[config.mk]
export PLATFORM = sky130hd
export DESIGN_NAME = tx_cipher_buffer
export DESIGN_NICKNAME = d
export VERILOG_FILES = /design/src/rtl/tx_cipher_buffer.sv
export SDC_FILE = /design/constraint.sdc
export NUM_CORES = 1
export LEC_CHECK = 0
export ABC_AREA = 0
export CAP_MARGIN = 20
export CORE_ASPECT_RATIO = 0.9
export CORE_MARGIN = 3
export CORE_UTILIZATION = 55
export DETAILED_ROUTE_END_ITERATION = 8
export GPL_ROUTABILITY_DRIVEN = 0
export PLACE_DENSITY_LB_ADDON = 0.12
export SETUP_SLACK_MARGIN = 0.2
export SLEW_MARGIN = 15
export SYNTH_ARGS = -nofsm -noshare
export SYNTH_HDL_FRONTEND = slang
export SYNTH_SLANG_ARGS = --single-unit
[constraint.sdc]
create_clock -name macCoreClk -period 3.8 [get_ports macCoreClk]
set_clock_uncertainty 0.1 [all_clocks]
set_input_delay 0.57 -clock macCoreClk [delete_from_list [all_inputs] [get_ports macCoreClk]]
set_output_delay 0.57 -clock macCoreClk [all_outputs]
set_load 0.05 [all_outputs]
[src/rtl/tx_cipher_buffer.sv]
// FIFO staging buffer between the formatMPDU byte stream and the RC4 PRN engine.
// Issues one registered strobe per word, tags the frame end word for the ICV drain.
module tx_cipher_buffer #(
    parameter int DATA_WIDTH = 8,
    parameter int DEPTH      = 4,
    parameter int PTR_W      = 2
) (
    input  logic                  macCoreClk,
    input  logic                  macCoreClkRst,
    input  logic [DATA_WIDTH-1:0] txPlainData,
    input  logic                  txPlainDataValid,
    input  logic                  txPlainDataEnd,
    output logic                  txBufferNextFull,
    input  logic                  txCsIsIdle,
    input  logic [2:0]            cipherType,
    input  logic                  initDone_p,
    input  logic                  prnOutValid_p,
    input  logic                  txFcsBusy,
    output logic [DATA_WIDTH-1:0] txPlainDataOut,
    output logic                  prnStrobe_p,
    output logic                  icvEnable_p_tx,
    output logic                  icvSDrain_p,
    output logic [PTR_W:0]        bufLevel,
    output logic                  bufOverflow
);

    localparam logic [PTR_W:0]   CNT_FULL   = (PTR_W+1)'(DEPTH);
    localparam logic [PTR_W:0]   CNT_ALMOST = (PTR_W+1)'(DEPTH-1);
    localparam logic [PTR_W:0]   CNT_ONE    = (PTR_W+1)'(1);
    localparam logic [PTR_W-1:0] PTR_ONE    = PTR_W'(1);

    logic [DATA_WIDTH-1:0] dataMem [DEPTH];
    logic [DEPTH-1:0]      endMem;
    logic [PTR_W-1:0]      wrPtr;
    logic [PTR_W-1:0]      rdPtr;
    logic [PTR_W:0]        count;
    logic                  bufferEn;
    logic                  engineBusy;

    logic enableReq;
    logic issue;
    logic push;
    logic overflowHit;

    assign enableReq = initDone_p && (cipherType == 3'd1 || cipherType == 3'd2);

    // prnOutValid_p during an FCS stall clears engineBusy, so the pending
    // issue simply fires once txFcsBusy drops.
    assign issue = bufferEn && (count != '0) && !txFcsBusy && (!engineBusy || prnOutValid_p);

    // A full buffer still takes a word when the head leaves in the same cycle.
    assign push        = bufferEn && txPlainDataValid && ((count != CNT_FULL) || issue);
    assign overflowHit = bufferEn && txPlainDataValid && (count == CNT_FULL) && !issue;

    assign txBufferNextFull = bufferEn &&
                              ((count == CNT_FULL) ||
                               ((count == CNT_ALMOST) && txPlainDataValid && !issue));

    assign icvEnable_p_tx = bufferEn ? prnStrobe_p : txPlainDataValid;
    assign bufLevel       = count;

    always_ff @(posedge macCoreClk) begin
        if (push)
            dataMem[wrPtr] <= txPlainData;
    end

    always_ff @(posedge macCoreClk) begin
        if (macCoreClkRst) begin
            wrPtr          <= '0;
            rdPtr          <= '0;
            count          <= '0;
            endMem         <= '0;
            txPlainDataOut <= '0;
            prnStrobe_p    <= 1'b0;
            icvSDrain_p    <= 1'b0;
            bufOverflow    <= 1'b0;
            bufferEn       <= 1'b0;
            engineBusy     <= 1'b0;
        end else if (txCsIsIdle || enableReq) begin
            // idle wins over a coincident init pulse
            bufferEn    <= !txCsIsIdle;
            wrPtr       <= '0;
            rdPtr       <= '0;
            count       <= '0;
            engineBusy  <= 1'b0;
            prnStrobe_p <= 1'b0;
            icvSDrain_p <= 1'b0;
            bufOverflow <= 1'b0;
        end else begin
            prnStrobe_p <= issue;
            icvSDrain_p <= issue && endMem[rdPtr];
            if (issue) begin
                txPlainDataOut <= dataMem[rdPtr];
                rdPtr          <= rdPtr + PTR_ONE;
            end
            if (push) begin
                endMem[wrPtr] <= txPlainDataEnd;
                wrPtr         <= wrPtr + PTR_ONE;
            end
            if (overflowHit)
                bufOverflow <= 1'b1;
            if (push && !issue)
                count <= count + CNT_ONE;
            else if (issue && !push)
                count <= count - CNT_ONE;
            if (issue)
                engineBusy <= 1'b1;
            else if (prnOutValid_p)
                engineBusy <= 1'b0;
        end
    end

endmodule
Word level (Yosys, flattened, before mapping)
Memory sizes are Yosys's and may differ from the RTL's. A register that Yosys moved wholly into a read port is not among the register bits.
Index checks and enable logic that the tools add are counted.
{ "word_totals": {"memories": 1, "input_bits": 19, "ramBits": 32, "output_inout_bits": 16, "ff_bits": 16, "word_cells": 66} }
{ "mem_list": {"columns": ["memory", "words", "width", "rd", "rd_ports_with_merged_regs", "write_ports", "line_no", "rtl"], "rows": [
  ["dataMem", 4, 8, 1, 1, 1, "32", "logic [DATA_WIDTH-1:0] dataMem [DEPTH];"]
]} }
{ "op_classes": {"magnitude_cmp": 3, "muxes": 12, "bitwise_logic": 1, "eq_ne": 5, "reduce_logical": 31, "addsub": 4} }
{ "ops": {"columns": ["op", "n"], "rows": [
  ["1-bit logical AND", 15],
  ["1-bit two-way mux", 7],
  ["3-bit by 2-bit == test with 1-bit output (second input constant)", 2],
  ["2-bit by 3-bit < comparator with 1-bit output (second input constant)", 2],
  ["3-bit two-way mux", 2],
  ["1-bit zero test", 5],
  ["1-bit logical OR", 5],
  ["2-bit by 1-bit adder with 2-bit output (second input constant)", 2],
  ["4-bit bitwise mux", 1],
  ["2-bit AND reduction", 2],
  ["2-bit nonzero test", 2],
  ["3-bit by 1-bit adder with 3-bit output (second input constant)", 1],
  ["3-bit by 1-bit == test with 1-bit output (second input constant)", 1],
  ["3-bit == test (second input constant)", 1],
  ["3-bit inequality test (second input constant)", 1],
  ["3-bit nonzero test", 1],
  ["3-bit by 1-bit subtractor with 3-bit output (second input constant)", 1],
  ["1-bit binary-select mux with 2-bit select", 1],
  ["1-bit demux with 2-bit select", 1],
  ["2-bit by 1-bit greater-or-equal comparator with 1-bit output (second input constant)", 1],
  ["2-bit OR reduction", 1],
  ["1-bit NOT", 1]
]} }

Depth between registers and ports, before layout
Gate-level depths: netlist (run 1).
{ "logic_depth": {"depth_word": 10, "depth_mapped": 10, "ltp_nobuf": 10} }

Worst setup path after synthesis (run 1)
Ideal clock, no wire load.
{ "synth_path": {"path_kind": "register to register", "startpoint": "register count[0], in the netlist bufLevel[0]", "endpoint": "register count[2], in the netlist bufLevel[2]", "n_path_buf": 0, "slack_ps": 1355, "stages_incl_launch_ff": 11, "setup_time_ps": 116, "period_less_slack_ps": 2445, "arrival_ps": 2229, "required_time_ps": 3584, "path_cell_list": "dfxtp_1 > or3_4 > and3_4 > clkinv_8 > ha_1 > inv_1 > fa_1 > xor2_1 > nor2_1 > xnor2_1 > nor2_1"} }
{ "synth_via": {"elab_chain_len": 9, "elab_cells_between_ends": 16, "classes_between": "add/sub: 2; eq/ne: 1; mux: 2; reduce/logical: 11"} }
{ "synth_rtl": {"columns": ["item", "line_no", "rtl"], "rows": [
  ["from (decl)", "36", "logic [PTR_W:0] count;"],
  ["from (signal assigned)", "103", "count <= count + CNT_ONE;"],
  ["from (signal assigned)", "105", "count <= count - CNT_ONE;"],
  ["3-bit nonzero test", "49", "assign issue = bufferEn && (count != '0) && !txFcsBusy && (!engineBusy || prnOutValid_p);"],
  ["1-bit logical AND (3 in a row)", "49", null],
  ["1-bit logical OR", "52", "assign push = bufferEn && txPlainDataValid && ((count != CNT_FULL) || issue);"],
  ["1-bit logical AND", "52", null],
  ["1-bit zero test", "104", "else if (issue && !push)"],
  ["1-bit logical AND", "104", null],
  ["2-bit nonzero test (no line)", null, null]
]} }
Several ways; a longest one is shown, not always the timed one. The select of a mux whose other input is x is not followed.
A chain may end at the register's enable or synchronous reset.

Worst setup path after layout (run 1)
{ "layout_path": {"startpoint": "input port txFcsBusy", "endpoint": "output port txBufferNextFull"} }
{ "layout_via": {"elab_chain_len": 7} }
{ "layout_rtl": {"columns": ["item", "line_no", "rtl"], "rows": [
  ["from (decl)", "18", "input logic txFcsBusy,"],
  ["1-bit zero test", "49", null],
  ["1-bit logical AND (2 in a row)", "49", null],
  ["1-bit zero test", "57", "((count == CNT_ALMOST) && txPlainDataValid && !issue));"],
  ["1-bit logical AND", "57", null],
  ["1-bit logical OR", "56", "((count == CNT_FULL) ||"],
  ["1-bit logical AND", "55", "assign txBufferNextFull = bufferEn &&"],
  ["to (decl)", "13", "output logic txBufferNextFull,"]
]} }
No other way between the ends.

==> results.sh, run 1 <==
export IMPL_fillers=265
export IMPL_drive_gt1_share_pct=11.6
export IMPL_cts_tree="done"
export IMPL_hold_path_class="reg2reg"
export IMPL_slew_violations=0
export IMPL_start_kind="input pin"
export IMPL_syn2layout_area_growth_pct=19.5
export IMPL_clk_path_buf_depth=2
export IMPL_start_util_pct=60.4
export IMPL_postCtsSetupRepairBufs=0
export IMPL_period_share_pct=86.3
export IMPL_first_global_vias=1487
export IMPL_leakage_nw=0.945
export IMPL_min_period_ns=3.28
export IMPL_ys_top_cells_by_area="edfxtp_1 (41%), dfxtp_1 (20%), mux4_2 (8.6%)"
export IMPL_synth_seq_cells=56
export IMPL_numPortBuffers=34
export IMPL_cp_data_required_time_ns=3.13
export IMPL_crit_slowest_cell="clkdlybuf4s50_1"
export IMPL_synth_ff_type="edfxtp_1"
export IMPL_first_pass_iters=4
export IMPL_tns_ns=0
export IMPL_rsz0062_at_grt="no"
export IMPL_h_tree_depth=2
export IMPL_cts_sinks=56
export IMPL_drc=0
export IMPL_maxCapViolCount=0
export IMPL_dp_hpwl_um=3270
export IMPL_yosys_area_top_type="edfxtp_1"
export IMPL_synthArstFlopShare_pct=0
export IMPL_status="finished, final reports clean"
export IMPL_cts_made_buffers=5
export IMPL_crit_type="in2out"
export IMPL_path_cells="clkdlybuf4s50_1 -> and2b_1 -> and3_4 -> nor2_1 -> o21a_1 -> clkdlybuf4s50_1"
export IMPL_hold_viol_final=0
export IMPL_netlist_instances=172
export IMPL_maxUsedRoutingLayer="met4"
export IMPL_netlist_area_leader_share_pct=40.7
export IMPL_clk_pin_slew_ns=0.09
export IMPL_ir_drop_mv=0.280
export IMPL_slew_headroom_pct=48.6
export IMPL_antenna_found_initial=0
export IMPL_post_cts_resized=0
export IMPL_cts_root_buffer="clkbuf_8"
export IMPL_rows=21
export IMPL_hold_buffers=0
export IMPL_overflow=0
export IMPL_max_stage_delay_ns=0.79
export IMPL_timing_final_ws_setup_ns=0.521
export IMPL_synth_edff_count=32
export IMPL_finish_utilization_pct=72.1
export IMPL_clk_latency_ns=0.30
export IMPL_cp_top_family="buffers and inverters"
export IMPL_cp_num_buf_inv=2
export IMPL_crit_arrival_ns=2.61
export IMPL_grt_start_max_net_pins=18
export IMPL_die_x_um=75.1
export IMPL_power_density_nw_per_um2=375
export IMPL_crit_path_max_fanout=12
export IMPL_finalPower_mw=1.06
export IMPL_drt_initial_drc_count=84
export IMPL_grt_pass1_wl_um=7160
export IMPL_ant_nets=0
export IMPL_avgRoutedWirePerCell_um=17.8
export IMPL_synthDistinctLibCells=40
export IMPL_die_y_um=68.2
export IMPL_die_area_um2=5120
export IMPL_ys_seq_area_share_pct=61.0
export IMPL_ys_top_cells_by_count="edfxtp_1 (32), dfxtp_1 (24), nor2_1 (13)"
export IMPL_wl_um=4510
export IMPL_cp_end_kind="primary output"
export IMPL_dp_slack_ns=0.528
export IMPL_setup_violations=0
export IMPL_route_met3_wl_um=222
export IMPL_num_antenna_cells=0
export IMPL_max_freq_mhz=305
export IMPL_met2WireLength_um=2320
export IMPL_nets=231
export IMPL_synth_most_common_cell="edfxtp_1"
export IMPL_met1_length_um=1910
export IMPL_io_pins=35
export IMPL_synth_area_um2=2360
export IMPL_crit_top_cell="clkdlybuf4s50_1"
export IMPL_syn_avg_cell_area_um2=13.7
export IMPL_tightest_slew_ns=0.770
export IMPL_core_area_um2=3920
export IMPL_drt_vias_per_instance=5.78
export IMPL_gr_usage_all_layers_pct=19.8
export IMPL_synthesis_nets=197
export IMPL_yosysWarningCount=0
export IMPL_num_vias=1463
## per-layer routing
metal  vias up  global-route usage, %
met5         -                      0
met4         0                   8.00
met3         7                   4.85
met2        33                   33.7
met1       714                   24.2
li1        709                      -
## registers in the layout, indices dropped and copies added, names as in the netlist, 2 cells and up
signal and flops:
rdPtr 2, bufLevel 3, wrPtr 2, endMem 4, dataMem 32, txPlainDataOut 8
## area by class of cell
cell class | count | area [um^2] | area share, %
clock buffer | 5 | 68.8 | 2.44
inverter | 4 | 27.5 | 0.975
multi-input combinational | 105 | 851 | 30.1
sequential | 56 | 1440 | 51.0
tap | 46 | 57.6 | 2.04
clock inverter | 3 | 37.5 | 1.33
timing repair buffer | 34 | 340 | 12.1
## tightest hold or removal path, stage by stage, from the launching register on
cell and delay [ns]:
dfxtp_1 0.34, a31oi_1 0.04, nor2_1 0.07
## logic make-up after synthesis
| family | Yosys count | synth area share, % |
|---|---|---|
| DFF | 56 | 61.0 |
| and+or+nand+nor | 51 | 12.3 |
| AOI/OAI and AO/OA | 27 | 6.46 |
| muxes | 15 | 11.2 |
| buffers and inverters | 11 | 3.02 |
| xor gates and xnor gates | 6 | 2.54 |
| adders and majority gates | 6 | 3.49 |
## power breakdown
part	internal, mW	switching, mW	leakage, nW	total (mW)
logic	0.0252	0.0254	0.411	0.0506
clock network	0.192	0.174	0.0532	0.366
registers	0.640	0.00117	0.481	0.642
total	0.858	0.200	0.945	1.06
## final timing paths
kind | end | depth (start not counted) | start | slack [ns]
setup / recovery | txBufferNextFull | 6 | txFcsBusy | 0.52
hold / removal | bufOverflow | 2 | bufOverflow | 0.38
setup reg to reg | bufLevel[2] | 10 | bufLevel[0] | 1.35
hold reg to reg | bufOverflow | 2 | bufOverflow | 0.38
## cells in the final DEF (no fill, tap or decap), drive strengths merged, types with 2 or more instances in the layout
cell,instances
o21a,2
nand2,2
nor2,13
clkbuf,5
mux4,9
clkdlybuf4s50,34
dfxtp,24
mux2i,5
nand3,10
inv,3
nand2b,7
clkinv,3
xnor2,3
xor2,3
nor3b,2
ha,5
nand4,5
o21ai,11
edfxtp,32
a21oi,11
and3,5
or3,2
## metrics by stage
stage / cell area, um^2 / hold WS, ns / cells
CTS: 2820 / 0.382 / 253
global placement: 2720 / 0.356 / 245
finish: 2820 / 0.377 / 253
global route: 2820 / 0.405 / 253
detailed placement: 2720 / 0.359 / 245
floorplan: 2360 / 0.349 / 172
(Power assumes the default switching activity.)
==> run 2: changes to the inputs <==
--- a/config.mk
+++ b/config.mk
@@ -6,6 +6,7 @@
 export NUM_CORES = 1
 export LEC_CHECK = 0
 export ABC_AREA = 0
+export ABC_CLOCK_PERIOD_IN_PS = 3800
 export CAP_MARGIN = 20
 export CORE_ASPECT_RATIO = 0.9
 export CORE_MARGIN = 3
==> results of run 2 <==
The final DEF is identical to that of run 1; final timing and power are the same.
